## src/rtl/btn_evt_pkg.sv

```systemverilog
// Shared types and 27 MHz default timing constants for the button event block.
package btn_evt_pkg;

   typedef enum logic [1:0] {
      IDLE  = 2'd0,
      PRESS = 2'd1,
      LONG  = 2'd2
   } btn_state_e;

   // 1 s long-press and 250 ms auto-repeat at 27 MHz
   localparam int unsigned LONG_CYC_DEF   = 27_000_000;
   localparam int unsigned REPEAT_CYC_DEF = 6_750_000;
   localparam int unsigned CNT_W_DEF      = 25;

endpackage

```

## src/rtl/btn_evt_ch.sv

```systemverilog
// One button channel: press/release edge detect, long-press FSM and hold counter.
// Auto-repeat counter is present only when BTN_EVT_REPEAT_EN is defined.
module btn_evt_ch
   import btn_evt_pkg::*;
#(
   parameter int unsigned LONG_CYC   = LONG_CYC_DEF,
   parameter int unsigned REPEAT_CYC = REPEAT_CYC_DEF,
   parameter int unsigned CNT_W      = CNT_W_DEF
) (
   input  logic clk,
   input  logic rst,
   input  logic p_i,
   output logic hold_o,
   output logic press_o,
   output logic release_o,
   output logic long_o,
   output logic repeat_o,
   output logic press_d_o
);

   localparam logic [CNT_W-1:0] LONG_LAST = CNT_W'(LONG_CYC - 1);

   if (LONG_CYC < 2 || REPEAT_CYC < 2) begin : g_bad_cfg
      $error("btn_evt_ch: LONG_CYC and REPEAT_CYC must be >= 2");
   end

   btn_state_e       state_q, state_d;
   logic [CNT_W-1:0] cnt_q, cnt_d;
   logic             hold_q, press_q, press_d, release_q, release_d, long_q, long_d;

`ifdef BTN_EVT_REPEAT_EN
   localparam logic [CNT_W-1:0] REP_LAST = CNT_W'(REPEAT_CYC - 1);
   logic [CNT_W-1:0] rep_q, rep_d;
   logic             repeat_q, repeat_d;
`endif

   always_comb begin
      state_d   = state_q;
      cnt_d     = cnt_q;
      long_d    = 1'b0;
      press_d   = p_i & ~hold_q;
      release_d = ~p_i & hold_q;
`ifdef BTN_EVT_REPEAT_EN
      rep_d     = rep_q;
      repeat_d  = 1'b0;
`endif
      case (state_q)
         IDLE: begin
            if (p_i) begin
               state_d = PRESS;
               cnt_d   = '0;
            end
         end
         PRESS: begin
            // release takes priority over a threshold hit in the same cycle
            if (!p_i) begin
               state_d = IDLE;
               cnt_d   = '0;
            end else if (cnt_q == LONG_LAST) begin
               state_d = LONG;
               long_d  = 1'b1;
`ifdef BTN_EVT_REPEAT_EN
               rep_d   = '0;
`endif
            end else begin
               cnt_d = cnt_q + 1'b1;
            end
         end
         LONG: begin
            if (!p_i) begin
               state_d = IDLE;
               cnt_d   = '0;
`ifdef BTN_EVT_REPEAT_EN
               rep_d   = '0;
            end else if (rep_q == REP_LAST) begin
               rep_d    = '0;
               repeat_d = 1'b1;
            end else begin
               rep_d = rep_q + 1'b1;
`endif
            end
         end
         default: begin
            state_d = IDLE;
            cnt_d   = '0;
         end
      endcase
   end

   always_ff @(posedge clk) begin
      if (rst) begin
         state_q   <= IDLE;
         cnt_q     <= '0;
         hold_q    <= 1'b0;
         press_q   <= 1'b0;
         release_q <= 1'b0;
         long_q    <= 1'b0;
`ifdef BTN_EVT_REPEAT_EN
         rep_q     <= '0;
         repeat_q  <= 1'b0;
`endif
      end else begin
         state_q   <= state_d;
         cnt_q     <= cnt_d;
         hold_q    <= p_i;
         press_q   <= press_d;
         release_q <= release_d;
         long_q    <= long_d;
`ifdef BTN_EVT_REPEAT_EN
         rep_q     <= rep_d;
         repeat_q  <= repeat_d;
`endif
      end
   end

   assign hold_o    = hold_q;
   assign press_o   = press_q;
   assign release_o = release_q;
   assign long_o    = long_q;
   assign press_d_o = press_d;
`ifdef BTN_EVT_REPEAT_EN
   assign repeat_o  = repeat_q;
`else
   assign repeat_o  = 1'b0;
`endif

endmodule

```

## src/rtl/btn_event.sv

```systemverilog
// N independent button-event channels plus a registered any_press summary.
// Define BTN_EVT_REPEAT_EN to enable auto-repeat pulses after a long press.
module btn_event
   import btn_evt_pkg::*;
#(
   parameter int unsigned BTN_WIDTH  = 8,
   parameter bit          ACTIVE_LOW = 1'b1,
   parameter int unsigned LONG_CYC   = LONG_CYC_DEF,
   parameter int unsigned REPEAT_CYC = REPEAT_CYC_DEF,
   parameter int unsigned CNT_W      = CNT_W_DEF
) (
   input  logic                 clk,
   input  logic                 rst,
   input  logic [BTN_WIDTH-1:0] btn_in,
   output logic [BTN_WIDTH-1:0] btn_hold,
   output logic [BTN_WIDTH-1:0] press_pulse,
   output logic [BTN_WIDTH-1:0] release_pulse,
   output logic [BTN_WIDTH-1:0] long_pulse,
   output logic [BTN_WIDTH-1:0] repeat_pulse,
   output logic                 any_press
);

   logic [BTN_WIDTH-1:0] press_d;
   logic                 any_press_q;

   for (genvar gi = 0; gi < BTN_WIDTH; gi++) begin : g_ch
      btn_evt_ch #(
         .LONG_CYC   (LONG_CYC),
         .REPEAT_CYC (REPEAT_CYC),
         .CNT_W      (CNT_W)
      ) u_ch (
         .clk       (clk),
         .rst       (rst),
         .p_i       (btn_in[gi] ^ ACTIVE_LOW),
         .hold_o    (btn_hold[gi]),
         .press_o   (press_pulse[gi]),
         .release_o (release_pulse[gi]),
         .long_o    (long_pulse[gi]),
         .repeat_o  (repeat_pulse[gi]),
         .press_d_o (press_d[gi])
      );
   end

   // built from next-state press bits so it lines up with press_pulse
   always_ff @(posedge clk) begin
      if (rst) any_press_q <= 1'b0;
      else     any_press_q <= |press_d;
   end

   assign any_press = any_press_q;

endmodule

```

## config.mk

```make
export PLATFORM = sky130hd
export DESIGN_NAME = btn_event
export DESIGN_NICKNAME = d
export VERILOG_FILES = /design/src/rtl/btn_evt_pkg.sv /design/src/rtl/btn_evt_ch.sv /design/src/rtl/btn_event.sv
export SDC_FILE = /design/constraint.sdc
export NUM_CORES = 1
export LEC_CHECK = 0
export CAP_MARGIN = 20
export CORE_MARGIN = 2
export CORE_UTILIZATION = 55
export DETAILED_ROUTE_END_ITERATION = 10
export PLACE_DENSITY = 0.76
export SYNTH_ARGS = -nofsm -noshare
export SYNTH_HDL_FRONTEND = slang
export SYNTH_SLANG_ARGS = --single-unit
export TNS_END_PERCENT = 1
```

## constraint.sdc

```tcl
create_clock -name clk -period 2.3 [get_ports clk]
set_input_delay 0.23 -clock clk [delete_from_list [all_inputs] [get_ports clk]]
set_output_delay 0.23 -clock clk [all_outputs]
set_load 0.02 [all_outputs]
```

==> reports/qor.csv <==
metric;value;unit
portBuffers;42;
antenna_cells;0;
synth_top_flop_cell;dfxtp_1;
place.gp.congestion;0.932;
grt_pass1_wl;53300;um
dr_total_vias;12200;
nNetsFinal;1700;
synthesis.instances;1588;
remaining_drc_errors;0;
dr.pass1.iters;5;
dpl.cell_count;1937;
routedWlPerCell;16.1;um
cp.required;2.73;ns
setup_viol;0;
cts_buffer_depth;3;
cap_violations;0;
fp-row-count;55;
pin_count;51;
die_w;156;um
cts_tree;built;
grt_usage;25.8;%
syn_area_per_cell;7.99;um2
instances_no_fill;1988;
synth-seq-cells;249;
ir_drop;0.000527;V
async_reset_ff_share;0;%
dp_hpwl;22500;um
period_needed;2.22;ns
core-area;22600;um2
insertion_delay;0.54;ns
slew_violations;0;
antenna_left;0;
holdPathStages;2;
post-route-period-util;96.3;%
die_area;24300;um2
cts_sinks;249;
htree_levels;1;
fillerInstances;1867;
worstPathArrival;2.64;ns
area_delta_synth_final;17.6;%
final_area;14900;um2
cp-end-kind;flop;
yosysWarningCount;0;
fin_util;65.9;%
reg2reg_depth;8;
grt_setup_unrepaired;true;
power_density;649;nW/um2
overflow;0;
skew;0.00675;ns
clk_pin_slew;0.06;ns
worstMarginPinSlew;0.658;ns
syn_area;12700;um2
leakage;5.26;nW
slew_headroom;56.1;%
initial_core_util;56.0;%
ys_types;76;
cts_setup_buffers;0;
timing.fmax;451;MHz
status;complete, no violations;
totalWireLength;32100;um
clockRootBuffer;clkbuf_16;
die-height;156;um
seq_area_frac_synth;39.3;%
grt_pass1_vias;11200;
drive_above_1_share;12.4;%
grt_max_degree;30;
cp-start-kind;flop;
synth_edf_count;0;
cts_buffers;28;
final_hold_viol_count;0;
cts_hold_buf;0;
antenna_found_initial;0;
hp-class;in -> reg;
dpl_cell_area;13800;um2
criticalPathCategory;reg -> reg;
drt_iter0_markers;776;
viasPerCell;6.13;
cp_max_fo;10;
-- sequential cells by signal (all words and copies together) (netlist names) --
| name | flops |
|---|---|
| any_press | 1 |
| g_ch.u_ch.cnt_q | 200 |
| g_ch.u_ch.hold_o | 8 |
| g_ch.u_ch.long_o | 8 |
| g_ch.u_ch.press_o | 8 |
| g_ch.u_ch.release_o | 8 |
| g_ch.u_ch.state_q | 16 |
-- power breakdown --
group,internal [mW],switching (mW)
combinational,0.206,0.358
sequential,4.35,0.0408
clock,2.96,1.76
total,7.52,2.16
-- metal layers --
metal,up-vias,share of wire [%],track usage (%)
li1,6032,-,-
met1,5679,46,35.4
met2,402,45,42.0
met3,78,6.1,3.28
met4,0,2.9,9.31
met5,-,0,0
-- final cells by class --
| class | count | area (um2) | area share, % |
|---|---|---|---|
| multi-input combinational | 1216 | 7160 | 48.0 |
| sequential | 249 | 4980 | 33.4 |
| clock buffer | 42 | 845 | 5.66 |
| inverter | 22 | 82.6 | 0.554 |
| tap | 285 | 357 | 2.39 |
| clock inverter | 9 | 145 | 0.973 |
| timing repair buffer | 165 | 1340 | 8.99 |
-- placed cells by master, fill, tap and decap left out, drive strengths merged, types with 9 or more instances in the layout --
| cell type | instances |
|---|---|
| and4 | 15 |
| inv | 22 |
| nor2b | 13 |
| or3 | 27 |
| buf | 124 |
| xor2 | 24 |
| nor4 | 44 |
| o31ai | 19 |
| nor2 | 170 |
| mux2i | 11 |
| clkbuf | 42 |
| nand3 | 82 |
| or2 | 14 |
| dfxtp | 249 |
| clkdlybuf4s50 | 41 |
| a31oi | 43 |
| and3 | 50 |
| or4 | 10 |
| a41oi | 9 |
| a22o | 11 |
| nand2b | 16 |
| nand4 | 47 |
| nor3b | 9 |
| xnor2 | 38 |
| and2 | 14 |
| o21ai | 112 |
| nor3 | 75 |
| nand2 | 129 |
| a21oi | 100 |
-- cells in the mapped netlist (all sizes together), types with 9 or more instances --
| master | count | area (um2) |
|---|---|---|
| or3 | 27 | 169 |
| nor2b | 13 | 81.3 |
| xnor2 | 38 | 333 |
| a21oi | 100 | 500 |
| nor3b | 9 | 72.6 |
| a22o | 11 | 96.3 |
| nor2 | 170 | 643 |
| inv | 22 | 82.6 |
| and2 | 14 | 87.6 |
| nand2b | 16 | 100 |
| or2 | 14 | 87.6 |
| dfxtp | 249 | 4980 |
| or4 | 10 | 78.8 |
| xor2 | 24 | 210 |
| nand2 | 129 | 484 |
| a31oi | 43 | 269 |
| o31ai | 19 | 143 |
| buf | 52 | 359 |
| nor4 | 44 | 290 |
| nor3 | 75 | 385 |
| o21ai | 112 | 561 |
| nand4 | 47 | 294 |
| nand3 | 82 | 415 |
| and4 | 15 | 131 |
| a41oi | 9 | 78.8 |
| and3 | 50 | 313 |
| mux2i | 11 | 110 |
| clkbuf | 56 | 210 |
-- timing repair --
item | 4_1_cts | 5_1_grt
setup endpoints to repair | 4 | 96
resized for setup | 2 | 18
pin swaps | 0 | 2
-- kinds of logic (layout without fill, tap and decap cells) --
logic type      count (synthesis)  in the layout  synth area share [%]
compound gates                375            375                  18.3
xor+xnor                       62             62                  4.28
fa+ha+maj                       8              8                 0.789
buf+inv                       130            238                  5.14
flops                         249            249                  39.3
mux                            11             11                 0.868
other cells                     1              8                0.0296
simple gates                  752            752                  31.3
-- through the flow --
| step | hold WS [ns] | total power [mW] | worst slack (ns) | TNS (ns) |
|---|---|---|---|---|
| 3_5_place_dp | 0.452 | 5.04 | -0.0212 | -0.0212 |
| 2_1_floorplan | 0.411 | 4.84 | 0.00154 | 0 |
| 3_3_place_gp | 0.441 | 5.03 | 0.0549 | 0 |
| 6_report | 0.0299 | 9.69 | 0.0848 | 0 |
| 5_1_grt | 0.0310 | 9.99 | -0.0347 | -0.0634 |
| 4_1_cts | 0.0154 | 9.76 | 0.0134 | 0 |
-- worst max-delay path, cell delays in order, from the launching register on --
cell,delay (ns)
dfxtp_1,0.39
ha_2,0.22
and4_2,0.29
nand2_1,0.11
nor4_2,0.30
buf_4,0.23
nor2_1,0.11
and3_1,0.19
a221o_1,0.25
-- worst paths after layout --
check	start	end	slack, ns
setup / recovery	g_ch[2].u_ch.cnt_q[0]	g_ch[2].u_ch.cnt_q[24]	0.08
hold / removal	rst	g_ch[2].u_ch.cnt_q[0]	0.03
setup reg to reg	g_ch[2].u_ch.cnt_q[0]	g_ch[2].u_ch.cnt_q[24]	0.08
hold reg to reg	g_ch[3].u_ch.cnt_q[15]	g_ch[3].u_ch.cnt_q[15]	0.47
Power figures use the tool's default switching activity.
